### src/rtl/alu_seq_pkg.sv
// Shared types for the ALU command sequencer: opcodes, idle opcode, response entry and FSM state.
package alu_seq_pkg;

  typedef enum logic [2:0] {
    OP_ADD = 3'b000,
    OP_SUB = 3'b001,
    OP_AND = 3'b010,
    OP_OR  = 3'b011,
    OP_XOR = 3'b100
  } alu_op_e;

  // AND of zero operands never raises Error, so it is safe to drive on idle cycles.
  localparam logic [2:0] IDLE_OP = 3'b010;

  // Widest tag the response FIFO can carry; narrower tags are zero-extended.
  localparam int TAG_W_MAX = 16;

  typedef struct packed {
    logic [31:0]          result;
    logic                 error;
    logic [TAG_W_MAX-1:0] tag;
  } rsp_entry_t;

  typedef enum logic {
    ST_RUN   = 1'b0,
    ST_FLUSH = 1'b1
  } seq_state_e;

endpackage

### src/rtl/alu_seq_fifo.sv
// Synchronous first-word-fall-through FIFO of response entries with occupancy count and clear.
module alu_seq_fifo
  import alu_seq_pkg::*;
#(
  parameter  int DEPTH = 4,
  localparam int AW    = $clog2(DEPTH)
) (
  input  logic       clk,
  input  logic       rst,
  input  logic       clear,
  input  logic       push,
  input  rsp_entry_t wdata,
  input  logic       pop,
  output rsp_entry_t rdata,
  output logic       empty,
  output logic [AW:0] count
);

  rsp_entry_t        mem_q [DEPTH];
  logic [AW-1:0]     wr_ptr_q;
  logic [AW-1:0]     rd_ptr_q;
  logic [AW:0]       count_q;
  logic              full;
  logic              do_push;
  logic              do_pop;

  assign empty   = (count_q == '0);
  assign full    = (count_q == (AW+1)'(DEPTH));
  assign do_pop  = pop && !empty;
  // A push into a full FIFO is only taken when the head leaves on the same edge.
  assign do_push = push && (!full || do_pop);

  always_ff @(posedge clk) begin
    if (rst || clear) begin
      wr_ptr_q <= '0;
      rd_ptr_q <= '0;
      count_q  <= '0;
    end else begin
      if (do_push) wr_ptr_q <= wr_ptr_q + AW'(1);
      if (do_pop)  rd_ptr_q <= rd_ptr_q + AW'(1);
      case ({do_push, do_pop})
        2'b10:   count_q <= count_q + (AW+1)'(1);
        2'b01:   count_q <= count_q - (AW+1)'(1);
        default: ;
      endcase
    end
  end

  always_ff @(posedge clk) begin
    if (do_push) mem_q[wr_ptr_q] <= wdata;
  end

  assign rdata = mem_q[rd_ptr_q];
  assign count = count_q;

endmodule

### src/rtl/alu_op_sequencer.sv
// ALU command front end: issues one op per cycle, tracks it through the ALU latency and returns
// tagged results in order through a credit-protected FIFO. Define ALU_SEQ_STATS_EN for counters.
module alu_op_sequencer
  import alu_seq_pkg::*;
#(
  parameter int ALU_LAT   = 1,
  parameter int RSP_DEPTH = 4,
  parameter int TAG_W     = 4
) (
  input  logic             clk,
  input  logic             rst,
  input  logic             cmd_valid,
  output logic             cmd_ready,
  input  logic [31:0]      cmd_a,
  input  logic [31:0]      cmd_b,
  input  logic [2:0]       cmd_op,
  input  logic [TAG_W-1:0] cmd_tag,
  input  logic             flush,
  output logic [31:0]      alu_a,
  output logic [31:0]      alu_b,
  output logic [2:0]       alu_opcode,
  input  logic [31:0]      alu_result,
  input  logic             alu_error,
  output logic             rsp_valid,
  input  logic             rsp_ready,
  output logic [31:0]      rsp_result,
  output logic             rsp_error,
  output logic [TAG_W-1:0] rsp_tag,
  output logic             busy,
  output seq_state_e       dbg_state
`ifdef ALU_SEQ_STATS_EN
  ,
  output logic [31:0]      stat_issued,
  output logic [31:0]      stat_errors
`endif
);

  localparam int CW = $clog2(RSP_DEPTH) + 1;
  localparam int FW = $clog2(ALU_LAT + 1);

  seq_state_e       state_q, state_d;
  logic [FW-1:0]    flush_cnt_q, flush_cnt_d;
  logic             iss_vld_q;
  logic [TAG_W-1:0] iss_tag_q;
  logic             pipe_vld_q [ALU_LAT];
  logic [TAG_W-1:0] pipe_tag_q [ALU_LAT];
  logic [CW-1:0]    inflight_q;
  logic [CW-1:0]    fifo_count;
  logic             fifo_empty;
  logic             fifo_clear;
  rsp_entry_t       head;
  logic             tail_vld;
  logic             credit_ok;
  logic             accept;
  logic             push;
  logic             pop;
  logic             head_tag_unused;

  // Both streams transfer on a rising edge where valid and ready are high together;
  // cmd_ready is derived from registered state only.
  assign tail_vld  = pipe_vld_q[ALU_LAT-1];
  assign credit_ok = (inflight_q + fifo_count) < CW'(RSP_DEPTH);
  assign accept    = cmd_valid && cmd_ready;
  assign pop       = rsp_valid && rsp_ready;

  always_ff @(posedge clk) begin
    if (rst) begin
      state_q     <= ST_RUN;
      flush_cnt_q <= '0;
    end else begin
      state_q     <= state_d;
      flush_cnt_q <= flush_cnt_d;
    end
  end

  // FLUSH lasts ALU_LAT+1 cycles, enough for the newest issued op to leave the tail.
  always_comb begin
    state_d     = state_q;
    flush_cnt_d = flush_cnt_q;
    case (state_q)
      ST_RUN: begin
        if (flush) begin
          state_d     = ST_FLUSH;
          flush_cnt_d = FW'(ALU_LAT);
        end
      end
      ST_FLUSH: begin
        if (flush_cnt_q == '0) state_d = ST_RUN;
        else                   flush_cnt_d = flush_cnt_q - FW'(1);
      end
      default: state_d = ST_RUN;
    endcase
  end

  always_comb begin
    cmd_ready  = 1'b0;
    rsp_valid  = 1'b0;
    push       = 1'b0;
    fifo_clear = 1'b0;
    case (state_q)
      ST_RUN: begin
        cmd_ready = !rst && credit_ok;
        rsp_valid = !fifo_empty;
        push      = tail_vld;
      end
      ST_FLUSH: fifo_clear = (flush_cnt_q == '0);
      default: ;
    endcase
  end

  always_ff @(posedge clk) begin
    if (rst) begin
      iss_vld_q  <= 1'b0;
      iss_tag_q  <= '0;
      inflight_q <= '0;
      alu_a      <= '0;
      alu_b      <= '0;
      alu_opcode <= IDLE_OP;
      for (int i = 0; i < ALU_LAT; i++) begin
        pipe_vld_q[i] <= 1'b0;
        pipe_tag_q[i] <= '0;
      end
    end else begin
      iss_vld_q     <= accept;
      iss_tag_q     <= cmd_tag;
      pipe_vld_q[0] <= iss_vld_q;
      pipe_tag_q[0] <= iss_tag_q;
      for (int i = 1; i < ALU_LAT; i++) begin
        pipe_vld_q[i] <= pipe_vld_q[i-1];
        pipe_tag_q[i] <= pipe_tag_q[i-1];
      end
      // The tail always leaves the pipe, whether it is pushed or discarded by a flush.
      case ({accept, tail_vld})
        2'b10:   inflight_q <= inflight_q + CW'(1);
        2'b01:   inflight_q <= inflight_q - CW'(1);
        default: ;
      endcase
      if (accept) begin
        alu_a      <= cmd_a;
        alu_b      <= cmd_b;
        alu_opcode <= cmd_op;
      end else begin
        alu_a      <= '0;
        alu_b      <= '0;
        alu_opcode <= IDLE_OP;
      end
    end
  end

  alu_seq_fifo #(
    .DEPTH (RSP_DEPTH)
  ) u_fifo (
    .clk   (clk),
    .rst   (rst),
    .clear (fifo_clear),
    .push  (push),
    .wdata ('{result: alu_result, error: alu_error, tag: TAG_W_MAX'(pipe_tag_q[ALU_LAT-1])}),
    .pop   (pop),
    .rdata (head),
    .empty (fifo_empty),
    .count (fifo_count)
  );

  assign head_tag_unused = ^head.tag;
  assign rsp_result      = rsp_valid ? head.result : '0;
  assign rsp_error       = rsp_valid && head.error;
  assign rsp_tag         = rsp_valid ? head.tag[TAG_W-1:0] : '0;
  assign busy            = (inflight_q != '0) || !fifo_empty || (state_q == ST_FLUSH);
  assign dbg_state       = state_q;

`ifdef ALU_SEQ_STATS_EN
  logic [31:0] stat_issued_q;
  logic [31:0] stat_errors_q;

  always_ff @(posedge clk) begin
    if (rst) begin
      stat_issued_q <= '0;
      stat_errors_q <= '0;
    end else begin
      if (accept)             stat_issued_q <= stat_issued_q + 32'd1;
      if (push && alu_error)  stat_errors_q <= stat_errors_q + 32'd1;
    end
  end

  assign stat_issued = stat_issued_q;
  assign stat_errors = stat_errors_q;
`endif

endmodule

### config.mk
export PLATFORM = sky130hd
export DESIGN_NAME = alu_op_sequencer
export DESIGN_NICKNAME = d
export VERILOG_FILES = /design/src/rtl/alu_seq_pkg.sv /design/src/rtl/alu_seq_fifo.sv /design/src/rtl/alu_op_sequencer.sv
export SDC_FILE = /design/constraint.sdc
export NUM_CORES = 1
export LEC_CHECK = 0
export ABC_AREA = 1
export ABC_CLOCK_PERIOD_IN_PS = 6700
export CAP_MARGIN = 20
export CORE_MARGIN = 5
export CORE_UTILIZATION = 50
export CTS_CLUSTER_DIAMETER = 30
export DETAILED_ROUTE_END_ITERATION = 6
export GPL_TIMING_DRIVEN = 0
export MAX_ROUTING_LAYER = met4
export PLACE_DENSITY = 0.78
export RECOVER_POWER = 50
export SLEW_MARGIN = 20
export SYNTH_ARGS = -nofsm -noshare
export SYNTH_HDL_FRONTEND = slang
export SYNTH_HIERARCHICAL = 1
export SYNTH_SLANG_ARGS = --single-unit
### constraint.sdc
create_clock -name clk -period 6.7 [get_ports clk]
set_input_delay 1.34 -clock clk [delete_from_list [all_inputs] [get_ports clk]]
set_output_delay 1.34 -clock clk [all_outputs]
set_load 0.02 [all_outputs]
==> results_dict.tcl <==
set metrics [dict create \
    hold_buffers 0 \
    gp_congestion 0.8077 \
    pwr-share-clk_pct 49.2 \
    vdd_drop_max_mv 0.2211 \
    cts_tree "done" \
    switchingPower_mw 0.7673 \
    clock_skew_ns 0.01245 \
    yosys_warnings 6 \
    hold_viol 0 \
    crit_path_end_kind "output pin" \
    clockBufferDepth 3 \
    drtPass1Iterations 5 \
    rr_endpoint "u_fifo/count[2]$_SDFFE_PP0P_" \
    swShare_pct 20.94 \
    ant_nets 0 \
    period_share_pct 64.35 \
    crit_start "rst" \
    htreeDepth 2 \
    timing.rr.start "u_fifo/count[2]$_SDFFE_PP0P_" \
    cp_common_cell "nor2_1" \
    wl_mm 21.62 \
    max-cap-violations 0 \
    clk_latency_ns 0.50 \
    grt_use_total_pct 21.70 \
    die_x_microns 143.2 \
    dp_hpwl_mm 14.52 \
    cts_root_buf "clkbuf_16" \
    cp.required_ns 5.36 \
    design.core.area_sq_um 17360 \
    die_area_sq_um 20520 \
    syn_avg_cell_area_sq_um 11.03 \
    fin_crit_ns 4.312 \
    clk_pin_slew_ns 0.05 \
    row_count 48 \
    hold_path.class "reg -> reg" \
    share_comb_of_total_power_pct 6.9 \
    drive_gt1_share_pct 10.22 \
    start_util_pct 51.14 \
    area_growth_pct 42.51 \
    worst_path_largest_cell_delay_ns 0.63 \
    slew_violations 0 \
    rrSetupSlack_ns 3.75 \
    grt_pass1_vias 6682 \
    leakagePower_nw 5.104 \
    io_pins 217 \
    final_util_pct 72.88 \
    post_cts_resize_count 0 \
    critPathBufInv 3 \
    multiInputGateArea_sq_um 1839 \
    grt_max_degree 23 \
    p_seq_share_pct 43.9 \
    cp_max_fo 6 \
    critical-path-top-delay-family "buffers and inverters" \
    synthesis.nets 922 \
    cp.arrival_ns 2.97 \
    endpoint "cmd_ready" \
    die_height_microns 143.2 \
    outcome "complete, no violations" \
    syn_area_sq_um 8876 \
    port_buffers 216 \
    critPathKind "in -> out" \
    grt_remaining_overflow 0 \
    relSlewSlack_pct 47.00 \
    cpMaxStageDelayCell "dlygate4sd3_1" \
    tightest_slew_ns 0.7931 \
    wire_per_inst_microns 16.34 \
    rsz0062_at_grt "no" \
    power_density_nw_per_um2 289.7 \
    intPower_mw 2.897 \
    nets 1184 \
    cp-start-kind "input port" \
    drt_iter0_drc 312 \
    crit_chain "dlygate4sd3_1 -> nor2_1 -> inv_1 -> nor2_1 -> clkdlybuf4s50_1" \
    setup_viol 0 \
    clkSinkCount 239 \
    fmax_mhz 231.9 \
    nFillCells 1174 \
    grt_pass1_wl_mm 33.33 \
    post-cts-setup-buffers 0 \
    fin_setup_tns_ns 0 \
    route.detailed.drc 0 \
    syn_inst 805 \
    cp.depth 5 \
    grt_antenna_before_repair 2 \
    viasPerCell 4.881 \
    vias 6457 \
    r2r_cells 15 \
    cts_made_buffers 40 \
    seqCellArea_sq_um 6266 \
]
## how the worst min path moves through the flow
stage | cells past startpoint | slack (ns) | end | start
after floorplan | 2 | 0.39 | pipe_tag_q[0][0]$_SDFF_PP0_ | iss_tag_q[0]$_SDFF_PP0_
after global placement | 2 | 0.39 | pipe_vld_q[0]$_SDFF_PP0_ | iss_vld_q$_SDFF_PP0_
after detailed placement | 2 | 0.40 | pipe_tag_q[0][3]$_SDFF_PP0_ | iss_tag_q[3]$_SDFF_PP0_
after CTS | 2 | 0.40 | pipe_tag_q[0][2]$_SDFF_PP0_ | iss_tag_q[2]$_SDFF_PP0_
after global routing | 2 | 0.43 | pipe_tag_q[0][3]$_SDFF_PP0_ | iss_tag_q[3]$_SDFF_PP0_
final | 2 | 0.40 | pipe_tag_q[0][3]$_SDFF_PP0_ | iss_tag_q[3]$_SDFF_PP0_
## power by group through the flow
stage                     registers (mW)  clock network [mW]  logic (mW)
after global routing                1.61                1.92       0.275
after global placement              1.64                   0       0.254
final                               1.61                1.80       0.251
after detailed placement            1.64                   0       0.260
after floorplan                     1.66                   0      0.0818
after CTS                           1.61                1.84       0.263
## worst register-to-register path: stages, from the launching register on
cell	delay (ns)
dfxtp_1	0.41
inv_1	0.11
nand2_1	0.09
inv_1	0.07
nor2_1	0.14
inv_1	0.07
buf_2	0.21
nor2_1	0.30
clkinv_1	0.11
a21oi_1	0.39
nand2_2	0.12
fa_1	0.41
inv_1	0.07
nand4_1	0.11
a21oi_1	0.17
nor2_1	0.06
## stage by stage
step           power, mW  instance area (sq um)  setup slack (ns)  cells  hold WS, ns
2_1_floorplan      1.740                   8876             2.931    805       0.3883
3_3_place_gp       1.890                  11320             1.199   1246       0.3891
3_5_place_dp       1.896                  11460             2.477   1250       0.3964
4_1_cts            3.713                  12690             2.455   1321       0.4023
5_1_grt            3.810                  12650             2.271   1323       0.4250
6_report           3.664                  12650             2.388   1323       0.4020
## flip-flops by register name (all words and copies together), names as in the netlist, named ones only
| register | count |
|---|---|
| iss_vld_q | 1 |
| inflight_q | 3 |
| alu_opcode | 3 |
| u_fifo/wr_ptr_q | 2 |
| pipe_vld_q | 1 |
| dbg_state | 1 |
| u_fifo/rd_ptr_q | 2 |
| alu_a | 32 |
| flush_cnt_q | 1 |
| u_fifo/count | 3 |
| alu_b | 32 |
| iss_tag_q | 4 |
| u_fifo/mem_q | 148 |
| pipe_tag_q | 4 |
## layer usage
layer / share of wire, % / global-route usage, %
met3: 11 / 8.339
met4: 1.8 / 6.987
met2: 50 / 36.67
met5: 0 / -
met1: 37 / 23.72
## placed cells by master (no fill, tap or decap), types with 26 or more instances in the layout
master           instances
clkbuf_1                26
clkbuf_16               41
clkdlybuf4s50_1        168
dfxtp_1                 91
dlygate4sd3_1           48
edfxtp_1               148
inv_1                  141
nor2_1                 183
o21ai_0                 79
o22ai_1                 37
## cell type report
cell class	count	share of cell area, %
repair buffers	220	17.96
multi-input cells	378	14.54
diodes	2	0.03956
clock buffers	48	8.556
well taps	225	2.226
flip-flops and latches	239	49.54
inverters	145	4.303
clock inverters	23	1.167
plain buffers	43	1.672
No activity file was read; power rests on OpenSTA's default activity.
